**src/rtl/mux_share_arbiter.sv**
```systemverilog
// ---------------------------------------------------------------------------
// mux_share_arbiter
//   Round-robin arbiter that lets NUM_REQ sources share one mux select tree
//   and one output path. The mux select moves only while the output enable
//   is low: every change of owner passes through GUARD_CYC dead cycles
//   followed by one SETUP cycle in which the new select settles. An owner
//   is preempted after MAX_HOLD cycles if any other source is waiting.
//
// Ports
//   clk        in   1        system clock, rising edge
//   rst_n      in   1        asynchronous active-low reset
//   req        in   NUM_REQ  level request per source, held while ownership wanted
//   grant      out  NUM_REQ  registered one-hot grant, zero when there is no owner
//   sel        out  SEL_W    registered mux select index
//   outEn      out  1        registered output enable, always equal to |grant
//   busy       out  1        registered, high whenever the arbiter is not IDLE
//   dbg_state  out  2        current FSM state (0 IDLE, 1 SETUP, 2 OWN, 3 GUARD)
//
// Handshake: req is a level; a source owns the path from the cycle its grant
// bit is high until the edge after it drops req (or is preempted). The muxed
// output may be used only while outEn is high.
// ---------------------------------------------------------------------------
module mux_share_arbiter #(
    parameter int NUM_REQ   = 4,
    parameter int SEL_W     = 2,
    parameter int MAX_HOLD  = 16,
    parameter int GUARD_CYC = 2
) (
    input  logic               clk,
    input  logic               rst_n,
    input  logic [NUM_REQ-1:0] req,
    output logic [NUM_REQ-1:0] grant,
    output logic [SEL_W-1:0]   sel,
    output logic               outEn,
    output logic               busy,
    output logic [1:0]         dbg_state
);

    localparam int HW = (MAX_HOLD  > 1) ? $clog2(MAX_HOLD)  : 1;
    localparam int GW = (GUARD_CYC > 1) ? $clog2(GUARD_CYC) : 1;
    localparam logic [HW-1:0] HOLD_LAST  = HW'(MAX_HOLD - 1);
    localparam logic [GW-1:0] GUARD_LAST = GW'(GUARD_CYC - 1);

    typedef enum logic [1:0] {
        IDLE  = 2'd0,
        SETUP = 2'd1,
        OWN   = 2'd2,
        GUARD = 2'd3
    } state_t;

    state_t               state;
    logic [SEL_W-1:0]     rr_ptr;
    logic [HW-1:0]        hold_cnt;
    logic [GW-1:0]        guard_cnt;

    logic [SEL_W-1:0]     winner;
    logic [SEL_W-1:0]     next_ptr;
    logic [NUM_REQ-1:0]   sel_onehot;
    logic [2*NUM_REQ-1:0] req_rot;
    logic                 owner_req;
    logic                 others_req;
    logic                 found;
    int                   cand;

    assign dbg_state = state;

    // Rotate req so bit 0 corresponds to rr_ptr, then take the lowest set
    // bit; the rotation handles the wrap-around search.
    always_comb begin
        req_rot = {req, req} >> rr_ptr;
        winner  = rr_ptr;
        found   = 1'b0;
        cand    = 0;
        for (int i = 0; i < NUM_REQ; i++) begin
            if (!found && req_rot[i]) begin
                cand = int'(rr_ptr) + i;
                if (cand >= NUM_REQ) cand = cand - NUM_REQ;
                winner = SEL_W'(cand);
                found  = 1'b1;
            end
        end
    end

    always_comb begin
        sel_onehot = NUM_REQ'(1) << sel;
        owner_req  = |(req & sel_onehot);
        others_req = |(req & ~sel_onehot);
        next_ptr   = (int'(sel) == NUM_REQ - 1) ? '0 : sel + SEL_W'(1);
    end

    always_ff @(posedge clk or negedge rst_n) begin
        if (!rst_n) begin
            state     <= IDLE;
            grant     <= '0;
            sel       <= '0;
            outEn     <= 1'b0;
            busy      <= 1'b0;
            hold_cnt  <= '0;
            guard_cnt <= '0;
            rr_ptr    <= '0;
        end else begin
            case (state)
                IDLE: begin
                    if (|req) begin
                        sel   <= winner;
                        busy  <= 1'b1;
                        state <= SETUP;
                    end
                end
                SETUP: begin
                    // Ownership starts even if the request vanished during
                    // SETUP; the release check in OWN cleans that up.
                    grant    <= sel_onehot;
                    outEn    <= 1'b1;
                    hold_cnt <= '0;
                    state    <= OWN;
                end
                OWN: begin
                    if (!owner_req || (hold_cnt == HOLD_LAST && others_req)) begin
                        grant     <= '0;
                        outEn     <= 1'b0;
                        rr_ptr    <= next_ptr;
                        guard_cnt <= '0;
                        state     <= GUARD;
                    end else if (hold_cnt != HOLD_LAST) begin
                        hold_cnt <= hold_cnt + HW'(1);
                    end
                end
                GUARD: begin
                    if (guard_cnt == GUARD_LAST) begin
                        guard_cnt <= '0;
                        if (|req) begin
                            sel   <= winner;
                            state <= SETUP;
                        end else begin
                            busy  <= 1'b0;
                            state <= IDLE;
                        end
                    end else begin
                        guard_cnt <= guard_cnt + GW'(1);
                    end
                end
                default: begin
                    grant <= '0;
                    outEn <= 1'b0;
                    busy  <= 1'b0;
                    state <= IDLE;
                end
            endcase
        end
    end

endmodule
```
**config.mk**
```make
export PLATFORM = sky130hd
export DESIGN_NAME = mux_share_arbiter
export DESIGN_NICKNAME = d
export VERILOG_FILES = /design/src/rtl/mux_share_arbiter.sv
export SDC_FILE = /design/constraint.sdc
export NUM_CORES = 1
export LEC_CHECK = 0
export CAP_MARGIN = 20
export CELL_PAD_IN_SITES_DETAIL_PLACEMENT = 0
export CELL_PAD_IN_SITES_GLOBAL_PLACEMENT = 1
export CORE_ASPECT_RATIO = 0.8
export CORE_MARGIN = 4
export CORE_UTILIZATION = 40
export CTS_CLUSTER_DIAMETER = 30
export CTS_CLUSTER_SIZE = 14
export DETAILED_ROUTE_END_ITERATION = 10
export PLACE_DENSITY = 0.84
export SYNTH_ARGS = -nofsm -noshare
export SYNTH_HDL_FRONTEND = slang
export SYNTH_SLANG_ARGS = --single-unit
```
**constraint.sdc**
```tcl
create_clock -name clk -period 4.7 [get_ports clk]
set_input_delay 0.705 -clock clk [delete_from_list [all_inputs] [get_ports clk]]
set_output_delay 0.705 -clock clk [all_outputs]
set_load 0.02 [all_outputs]
```
* Word-level counts from Yosys, hierarchy flattened
Index checks and enable logic that the tools add are counted.
** Storage, ports and cells
- Register bits :: 17
- Logic and storage cells :: 95
- Output and inout bits :: 10
** Cells by class
- $add $sub $neg :: 10
- Multiplexer cells :: 33
- Order comparisons :: 4
- Bitwise gates (word level) :: 3
- Reductions and logical operators :: 23
- Shift operators :: 2
- Equality and inequality tests :: 12
** Operators with widths (number)
- 2-bit 2-to-1 mux :: 14
- 4-bit one-hot mux with 2 select lines :: 2
- 4-bit 2-to-1 mux :: 3
- 2-bit inequality test, second input constant :: 6
- 4-bit OR reduction :: 3
- 3-bit greater-or-equal comparator, second input constant :: 3
- 1-bit 2-to-1 mux :: 9
- 4-bit bitwise AND :: 2
- 2-bit one-hot mux with 4 select lines :: 1
- 2-bit AND reduction :: 4
- 8-bit by 2-bit right shift with 4-bit output :: 1
- 2-bit by 1-bit subtractor with 2-bit output, second input constant :: 4
- 2-bit by 2-bit adder with 3-bit output, second input constant :: 2
- 1-bit one-hot mux with 2 select lines :: 3
- 3-bit AND reduction :: 2
- 2-bit nonzero test :: 3
- 4-bit by 1-bit adder with 4-bit output, second input constant :: 1
- 2-bit by 1-bit equality test with 1-bit output, second input constant :: 2
- 2-bit equality test, second input constant :: 2
- 4-bit equality test, second input constant :: 1
- 1-bit logical AND :: 4
- 1-bit zero test :: 4
- 4-bit inequality test, second input constant :: 1
- 4-bit inverter :: 1
- other kinds (9) :: 9

* Longest topological paths before layout
Gate-level depths: netlist of the first run.
- Word-level depth :: 14
- Mapped depth :: 6
- Gate-level depth less buffers :: 6

* Worst setup path before layout of the first run
Ideal clock, no wire load.
- Path type :: in2reg
- From :: input req[3]
- To :: register state[1] (netlist: dbg_state[1])
- Setup slack :: 2.841 ns
- Cell stages on the path :: 5
- Arrival time :: 1.732 ns
- Data required time :: 4.572 ns
- Buffers on the path :: 1
- Path through :: buf_2 nor4_2 a21oi_1 o21ai_1 mux2_1
** Between the ends
- Word-level cells in the longest chain between the ends :: 6
- Elaborated cells on any way between the ends :: 11
** Ends and longest elaborated chain
- start, declared :: RTL line 31 : input logic [NUM_REQ-1:0] req,
- 4-bit bitwise AND, on equally long branches :: RTL line 86, 87
- 4-bit OR reduction, on equally long branches :: RTL line 86, 87
- 1-bit zero test / 1-bit logical AND (equally long branches) :: RTL line 119 : if (!owner_req || (hold_cnt == HOLD_LAST && others_req)) begin
- 1-bit logical OR :: RTL line 119
- 2-bit inequality test (no line)
- 3-bit AND reduction (no line) *
- end signal, assigned :: RTL line 116 : state <= OWN;
- end signal, assigned :: RTL line 124 : state <= GUARD;
- end signal, assigned :: RTL line 134 : state <= SETUP;
- end, declared :: RTL line 51 : state_t state;
Every way passes the cells marked *; elsewhere a longest branch is shown, timed or not.
A chain may end at the register's enable or synchronous reset.

* Worst setup path in the final report of the first run
- From :: input req[1]
- To :: register state[1] (netlist: dbg_state[1])
Same word-level chain as after synthesis.

==> results of run 1 <==
==> where the power goes <==
| group | switching, W | total, W | leakage (nW) | internal, W |
|---|---|---|---|---|
| combinational | 0.000296 | 0.000563 | 0.353 | 0.000267 |
| clock | 0.0000530 | 0.0000854 | 0.0139 | 0.0000324 |
| sequential | 0.0000693 | 0.000276 | 0.211 | 0.000207 |
| total | 0.000419 | 0.000925 | 0.579 | 0.000506 |
==> cells by family after synthesis <==
| family | Yosys count | share of synthesized area (%) |
|---|---|---|
| simple gates | 35 | 16.7 |
| mux | 7 | 7.17 |
| flops | 17 | 36.9 |
| compound gates | 36 | 25.1 |
| buf+inv | 13 | 4.34 |
| fa+ha+maj | 9 | 9.77 |
==> state kept, by name, indices dropped and copies added, names as in the netlist <==
register / cells
hold_cnt: 4
outEn: 1
guard_cnt: 1
sel: 2
dbg_state: 2
busy: 1
rr_ptr: 2
grant: 4
==> Yosys cell counts, drive strengths merged <==
cell type,count
a222oi,1
dfrtp,17
o2bb2ai,1
or3,1
a311o,1
a21o,2
mux2i,3
nor3b,1
nand3,4
buf,1
a21oi,4
inv,11
nand2b,5
a22o,4
ha,9
a21boi,2
a31oi,1
nor2b,5
nor3,3
clkbuf,1
mux2,4
o211a,1
o21ai,9
nand2,2
nor2,9
a31o,1
nand4,1
a41oi,1
a22oi,2
and2,1
o41a,1
o22ai,4
a2111oi,1
nor4,3
==> per-layer routing <==
layer | global-route usage (%) | vias up
met5 | 0 | -
met4 | 2.55 | 0
met3 | 4.85 | 2
met2 | 19.2 | 17
met1 | 19.7 | 444
li1 | - | 463
==> final timing paths <==
| check | depth (start not counted) | startpoint | endpoint | slack (ns) |
|---|---|---|---|---|
| min | 1 | outEn | outEn | 0.50 |
| max reg2reg | 6 | sel[0] | dbg_state[1] | 2.81 |
| min reg2reg | 1 | outEn | outEn | 0.50 |
| max | 5 | req[1] | dbg_state[1] | 2.53 |
| max in group asynchronous | 1 | rst_n | rr_ptr[1] | 3.34 |
| min in group asynchronous | 1 | rst_n | busy | 0.86 |
==> area by class of cell <==
cell class | instances | area share, %
multi-input combinational | 87 | 49.4
clock inverter | 1 | 0.547
tap | 38 | 3.47
sequential | 17 | 31.0
clock buffer | 3 | 1.64
inverter | 11 | 3.01
timing repair buffer | 15 | 10.9
==> stage by stage <==
stage	cell area (um^2)	hold slack, ns	util [%]	worst slack (ns)
2_1_floorplan	1150	0.409	-	2.84
3_5_place_dp	1340	0.470	48.5	2.21
5_1_grt	1370	0.542	49.6	2.46
4_1_cts	1370	0.503	49.6	2.53
3_3_place_gp	1340	0.469	48.5	2.31
6_report	1370	0.501	49.6	2.53
==> impl_metrics.env, run 1 <==
export IMPL_yosys_top_cells_area="dfrtp_1 37%, ha_1 9.8%, inv_1 3.6%, a22o_1 3.0%, nor2_1 2.9%"
export IMPL_tightest_slew_ns=0.811
export IMPL_first_iter_violations=47
export IMPL_cts_tree="yes"
export IMPL_cts_buffer_depth=2
export IMPL_htree_levels=1
export IMPL_area_growth_pct=19.0
export IMPL_die_y_um=56.0
export IMPL_cts_sinks=17
export IMPL_multiInputGateArea_um2=677
export IMPL_fp_dieArea_um2=3810
export IMPL_wirelength_mm=2.38
export IMPL_avgSynthCellArea_um2=9.85
export IMPL_fin_tns_setup_ns=0
export IMPL_grt_antenna_before_repair=0
export IMPL_critical_path_required_ns=4.89
export IMPL_dp_hpwl_mm=1.76
export IMPL_cpLargestDelayFamily="buffers and inverters"
export IMPL_grt_max_degree=18
export IMPL_grt_remaining_overflow=0
export IMPL_clock_skew_final_ns=0.00492
export IMPL_path_cells="clkdlybuf4s50_1 > nor4_2 > a21oi_1 > o21ai_1 > mux2_1"
export IMPL_arrival_ns=2.36
export IMPL_wl_met2_mm=1.05
export IMPL_peakVddDrop_v=0.000411
export IMPL_netlist_area_leader_share_pct=36.9
export IMPL_grt_total_usage_pct=13.6
export IMPL_grt_pass1_vias=841
export IMPL_fmax_mhz=461
export IMPL_setup_violations=0
export IMPL_final_cells=172
export IMPL_top_layer="met4"
export IMPL_slowest_stage="clkdlybuf4s50_1"
export IMPL_ant_nets=0
export IMPL_port_buffers=15
export IMPL_nNetsFinal=150
export IMPL_critPathLaunchType="input pin"
export IMPL_endpoint_kind="flop"
export IMPL_hold_path_class="reg2reg"
export IMPL_critPathKind="in2reg"
export IMPL_final_layout_size_suffix_gt1_share_pct=9.70
export IMPL_cts_buffers=3
export IMPL_slew_viol_final=0
export IMPL_syn_area_um2=1150
export IMPL_clk_pin_slew_ns=0.11
export IMPL_cts_repair_resized=0
export IMPL_final_cell_mix="17 x dfrtp_1, 15 x clkdlybuf4s50_1, 11 x inv_1"
export IMPL_slew_headroom_pct=45.8
export IMPL_gp_congestion=0.799
export IMPL_layout_commonest_cell="dfrtp_1"
export IMPL_fill_cells=247
export IMPL_wl_met3_um=101
export IMPL_cp_max_fo=7
export IMPL_cap_violations=0
export IMPL_io_pins=16
export IMPL_viasPerCell=5.38
export IMPL_cts_hold_buf=0
export IMPL_period_needed_ns=2.17
export IMPL_row_count=17
export IMPL_postSynthNetCount=132
export IMPL_ys_warn_count=0
export IMPL_routedWlPerCell_um=13.8
export IMPL_dp_cells=168
export IMPL_p_per_area_nw_per_um2=675
export IMPL_syn_inst=117
export IMPL_core_um2=2770
export IMPL_grt_pass1_wl_mm=4.02
export IMPL_ff_latch_area_um2=425
export IMPL_finalCritPeriodShare_pct=46.2
export IMPL_status="completed"
export IMPL_fp_dieW_um=68.0
export IMPL_clk_latency_ns=0.30
export IMPL_rsz0062_at_grt="false"
export IMPL_initial_utilization_pct=41.7
export IMPL_critPathMaxStageDelay_ns=0.56
export IMPL_ys_ff_latch=17
export IMPL_synth_largest_area_cell="dfrtp_1"
export IMPL_worst_path_buf_inv=1
export IMPL_hold_viol_final=0
export IMPL_detail_route_wirelength_met1_mm=1.21
export IMPL_drc=0
export IMPL_seq_area_frac_synth_pct=36.9
export IMPL_n_antenna_cell=0
export IMPL_post_cts_buffers=0
export IMPL_via_count=926
export IMPL_synth_cell_types=40
export IMPL_first_pass_iters=4
export IMPL_leakagePower_nw=0.579
export IMPL_power_total_w=0.000925
export IMPL_cts_root_buf="clkbuf_4"
(Power assumes the default switching activity.)
==> run 2, diff against run 1 <==
- CORE_UTILIZATION: 40 -> 37
- PLACE_DENSITY: 0.84 -> 0.82
- clock period: 4.7 -> 1.7 ns (I/O delays scaled with it)
==> impl_metrics.env, run 2 (same netlist as run 1, synthesis figures left out) <==
export IMPL_cap_violations=0
export IMPL_tightest_slew_ns=0.358
export IMPL_clk_latency_ns=0.25
export IMPL_clkPwrFrac_pct=10.0
export IMPL_slew_viol_final=0
export IMPL_leakagePower_nw=0.727
export IMPL_period_needed_ns=1.70
export IMPL_fmax_mhz=587
export IMPL_dp_hpwl_mm=2.05
export IMPL_wirelength_mm=2.82
export IMPL_critPathMaxStageDelay_ns=0.45
export IMPL_grt_max_degree=18
export IMPL_reg2reg_depth=7
export IMPL_ant_nets=0
export IMPL_first_iter_violations=31
export IMPL_peakVddDrop_v=0.00101
export IMPL_design_area_um2=1650
export IMPL_rsz0062_at_grt="true"
export IMPL_swShare_pct=42.2
export IMPL_critical_path_required_ns=1.87
export IMPL_gp_congestion=0.801
export IMPL_violations="setup timing"
export IMPL_cts_buffer_depth=2
export IMPL_first_pass_iters=4
export IMPL_comb_power_share_pct=65.1
export IMPL_setup_violations=1
export IMPL_nNetsFinal=173
export IMPL_worst_slack_ns=-0.00214
export IMPL_p_per_area_nw_per_um2=1890
export IMPL_via_count=1043
export IMPL_final_cell_mix="23 x buf_4, 14 x dfrtp_1, 13 x clkdlybuf4s50_1"
export IMPL_clk_pin_slew_ns=0.07
export IMPL_row_count=17
export IMPL_grt_antenna_before_repair=0
export IMPL_final_layout_size_suffix_gt1_share_pct=33.8
export IMPL_critPathLaunchType="flop"
export IMPL_startpoint="sel[0]"
export IMPL_grt_total_usage_pct=14.0
export IMPL_power_total_w=0.00311
export IMPL_endpoint_kind="flop"
export IMPL_p_seq_share_pct=24.8
export IMPL_hold_path_class="in2async"
export IMPL_cp_max_fo=5
export IMPL_arrival_ns=1.88
export IMPL_initial_utilization_pct=40.1
export IMPL_dp_cells=190
export IMPL_core_um2=2870
export IMPL_clock_skew_final_ns=0.000749
export IMPL_cts_buffers=3
export IMPL_cts_tree="yes"
export IMPL_reg_top3="grant (4), hold_cnt (4)"
export IMPL_slew_headroom_pct=76.0
export IMPL_routedWlPerCell_um=14.4
export IMPL_cts_root_buf="clkbuf_8"
export IMPL_die_y_um=57.9
export IMPL_critPathCapture="guard_cnt"
export IMPL_cts_hold_buf=0
export IMPL_cts_sinks=17
export IMPL_grt_pass1_wl_mm=4.63
export IMPL_n_antenna_cell=0
export IMPL_final_cells=195
export IMPL_timing_rr_end="guard_cnt"
export IMPL_dpl_cell_area_um2=1530
export IMPL_grt_pass1_vias=990
export IMPL_rr_startpoint="sel[0]"
export IMPL_grt_remaining_overflow=0
export IMPL_fp_dieW_um=70.4
export IMPL_status="finished with violations"
export IMPL_path_cells="inv_2 > ha_4 > nand2b_4 > a41oi_4 > buf_4 > o211a_1 > nor3_2"
export IMPL_viasPerCell=5.35
export IMPL_drc=0
export IMPL_p_switching_w=0.00131
export IMPL_layout_commonest_cell="buf_4"
export IMPL_fin_tns_setup_ns=-0.00214
export IMPL_port_buffers=15
export IMPL_area_growth_pct=42.8
export IMPL_p_int_w=0.00180
export IMPL_fp_dieArea_um2=4080
export IMPL_hold_viol_final=0
export IMPL_slowest_stage="dfrtp_2"
export IMPL_finalCritPeriodShare_pct=100
export IMPL_io_pins=16
export IMPL_htree_levels=1
export IMPL_hold_slack_ns=0.328
export IMPL_r2r_slack_ns=-0.002
export IMPL_critPathKind="reg2reg"
-- run 2: changes by cell type in the layout (fill, tap and decap cells not counted), sizes merged --
cell,before,now
dlymetal6s2s,0,2
clkdlybuf4s50,15,13
clkinvlp,1,0
buf,0,23
clkinv,0,1
-- run 2: power groups by stage --
stage | clock network, W | logic [W] | registers (W)
2_1_floorplan | 0 | 0.00105 | 0.000865
3_3_place_gp | 0 | 0.00187 | 0.000751
3_5_place_dp | 0 | 0.00191 | 0.000765
4_1_cts | 0.000320 | 0.00196 | 0.000776
5_1_grt | 0.000343 | 0.00222 | 0.000809
6_report | 0.000312 | 0.00203 | 0.000774
-- run 2: stage by stage --
stage,setup WS [ns],util [%]
after floorplan,0.0193,-
after global placement,-0.194,53.2
after detailed placement,-0.214,53.2
after CTS,0.00968,56.0
after global routing,-0.0406,57.3
final,-0.00214,57.3
-- run 2: timing repair --
item / 4_1_cts / 5_1_grt
pin swaps: 2 / 2
setup buffers: 0 / 2
endpoints found under the setup margin: 5 / 14
resized for setup: 8 / 6
gates cloned: 0 / 0
-- run 2: how the worst min path moves through the flow --
stage | startpoint | endpoint | slack (ns) | cells after the start
6_report | rst_n | sel[1] | 0.33 | 2
5_1_grt | rst_n | rr_ptr[1] | 0.34 | 2
4_1_cts | rst_n | rr_ptr[1] | 0.34 | 2
3_5_place_dp | outEn | outEn | 0.48 | 1
3_3_place_gp | outEn | outEn | 0.47 | 1
2_1_floorplan | rst_n | busy | -0.04 | 0
-- run 2: critical path: cells and delay by family, from the launching register on --
family,cells,cell delay (ns)
compound gates,2,0.40
fa+ha+maj,1,0.17
buf+inv,2,0.31
flops,1,0.45
simple gates,2,0.30
-- run 2: per-layer routing --
layer	part of all wire, %	track usage [%]	vias up
met5	0	0	-
met4	0.25	2.19	0
met3	6.4	4.68	2
met2	46	22.1	33
met1	47	19.0	497
li1	-	-	511
-- run 2: final cells by class --
cell class                      count  area [um^2]
Timing Repair Buffer               38          328
Fill cell                         253         1230
Sequential cell                    17          429
Multi-Input combinational cell     87          753
Clock buffer                        3         41.3
Tap cell                           38         47.5
Clock inverter                      1         5.00
Inverter                           11         41.3
==> run 3, diff against run 2 <==
- CELL_PAD_IN_SITES_DETAIL_PLACEMENT: 0 -> 1
==> impl_metrics.env, run 3 (same netlist as run 1, synthesis figures left out) <==
export IMPL_nNetsFinal=174
export IMPL_utilization_pct=58.7
export IMPL_setup_violations=6
export IMPL_dp_hpwl_mm=2.52
export IMPL_via_count=1088
export IMPL_cts_hold_buf=0
export IMPL_arrival_ns=1.88
export IMPL_gp_congestion=0.801
export IMPL_grt_max_degree=18
export IMPL_die_y_um=57.9
export IMPL_leakagePower_nw=0.737
export IMPL_slowest_stage="clkdlybuf4s50_1"
export IMPL_endpoint_kind="flop"
export IMPL_tightest_slew_ns=0.339
export IMPL_n_antenna_cell=0
export IMPL_port_buffers=15
export IMPL_hold_path_class="in2async"
export IMPL_timing_rr_end="outEn"
export IMPL_reg2reg_depth=7
export IMPL_area_growth_pct=46.3
export IMPL_io_pins=16
export IMPL_cts_sinks=17
export IMPL_ant_nets=0
export IMPL_status="finished with violations"
export IMPL_period_needed_ns=1.74
export IMPL_grt_antenna_before_repair=0
export IMPL_worst_slack_ns=-0.0372
export IMPL_slew_viol_final=0
export IMPL_path_cells="clkdlybuf4s50_1 > nor4_4 > buf_4 > buf_4 > nand3_1 > a21oi_1 > nor2_1"
export IMPL_clk_latency_ns=0.26
export IMPL_first_pass_iters=5
export IMPL_clk_pin_slew_ns=0.07
export IMPL_rr_startpoint="sel[0]"
export IMPL_cts_buffers=3
export IMPL_reg_top3="grant (4), hold_cnt (4)"
export IMPL_layout_commonest_cell="buf_4"
export IMPL_cp_max_fo=5
export IMPL_clock_skew_final_ns=0.00264
export IMPL_startpoint="req[0]"
export IMPL_wirelength_mm=3.46
export IMPL_slew_headroom_pct=76.8
export IMPL_top_layer="met4"
export IMPL_viasPerCell=5.55
export IMPL_initial_utilization_pct=40.1
export IMPL_dp_cells=190
export IMPL_rsz0062_at_grt="true"
export IMPL_final_layout_size_suffix_gt1_share_pct=36.7
export IMPL_finalCritPeriodShare_pct=102
export IMPL_wl_met2_mm=1.76
export IMPL_wl_met3_um=150
export IMPL_drc=0
export IMPL_fp_dieW_um=70.4
export IMPL_cts_tree="yes"
export IMPL_grt_total_usage_pct=17.8
export IMPL_routedWlPerCell_um=17.6
export IMPL_critPathLaunchType="input pin"
export IMPL_core_um2=2870
export IMPL_cts_buffer_depth=2
export IMPL_r2r_slack_ns=-0.01
export IMPL_hold_viol_final=0
export IMPL_worst_path_buf_inv=3
export IMPL_cap_violations=0
export IMPL_final_cells=196
export IMPL_fill_cells=312
export IMPL_fin_tns_setup_ns=-0.0910
export IMPL_grt_remaining_overflow=0
export IMPL_row_count=17
export IMPL_path_common_cell="buf_4"
export IMPL_violations="setup timing"
export IMPL_cts_root_buf="clkbuf_8"
export IMPL_p_per_area_nw_per_um2=1950
export IMPL_grt_pass1_vias=1137
export IMPL_final_cell_mix="23 x buf_4, 14 x dfrtp_1, 13 x clkdlybuf4s50_1"
export IMPL_critical_path_required_ns=1.85
export IMPL_htree_levels=1
export IMPL_first_iter_violations=54
export IMPL_critPathKind="in2reg"
export IMPL_detail_route_wirelength_met1_mm=1.49
export IMPL_fp_dieArea_um2=4080
export IMPL_peakVddDrop_v=0.00103
export IMPL_fmax_mhz=576
export IMPL_cpLargestDelayFamily="buffers and inverters"
export IMPL_grt_pass1_wl_mm=5.75
export IMPL_critPathMaxStageDelay_ns=0.57
[run 3: cell count changes in the layout (fill, tap and decap cells not counted), sizes merged]
cell	before	now
dlymetal6s2s	2	1
buf	23	24
dlygate4sd2	0	1
[run 3: what timing repair did]
action	CTS	global route
setup endpoints to repair	10	15
pin swaps	4	10
resized for setup	15	8
setup buffers	1	2
[run 3: final cells by class]
cell class / instances / area (um^2) / area share, %
well taps: 38 / 47.5 / 2.82
repair buffers: 39 / 335 / 19.9
clock inverters: 1 / 5.00 / 0.297
clock buffers: 3 / 41.3 / 2.45
multi-input cells: 87 / 781 / 46.3
inverters: 11 / 46.3 / 2.75
flip-flops and latches: 17 / 429 / 25.5
[run 3: how the worst max path moves through the flow]
stage / end / slack (ns) / depth (start not counted)
after global placement: dbg_state[1] / -0.19 / 5
after detailed placement: dbg_state[0] / -0.24 / 5
after global routing: busy / -0.19 / 7
after floorplan: rr_ptr[0] / 0.02 / 6
final: busy / -0.04 / 7
after CTS: dbg_state[1] / -0.03 / 5
[run 3: worst reg2reg max path: stages, from the launching register on]
cell and delay, ns:
dfrtp_2 0.45, inv_4 0.07, ha_4 0.18, nand2b_4 0.14
a41oi_4 0.33, buf_4 0.17, o21ai_1 0.06, a21o_1 0.19
[run 3: per-stage QoR]
stage	hold slack, ns	total power [W]	setup slack [ns]	instance area, um^2
floorplan	-0.0406	0.00191	0.0193	1170
global placement	0.471	0.00262	-0.194	1530
detailed placement	0.477	0.00275	-0.238	1530
CTS	0.333	0.00323	-0.0266	1650
global route	0.362	0.00352	-0.190	1690
finish	0.326	0.00329	-0.0372	1690
[run 3: layer usage]
layer  track usage, %  vias up
met5                0        -
met4             3.28        0
met3             4.33        6
met2             32.0       27
met1             22.0      541
li1                 -      514
[run 3: power breakdown]
group          switching, W  leakage [nW]  internal, W
Combinational       0.00105         0.503      0.00112
Sequential         0.000219         0.209     0.000581
Clock              0.000156        0.0255     0.000163
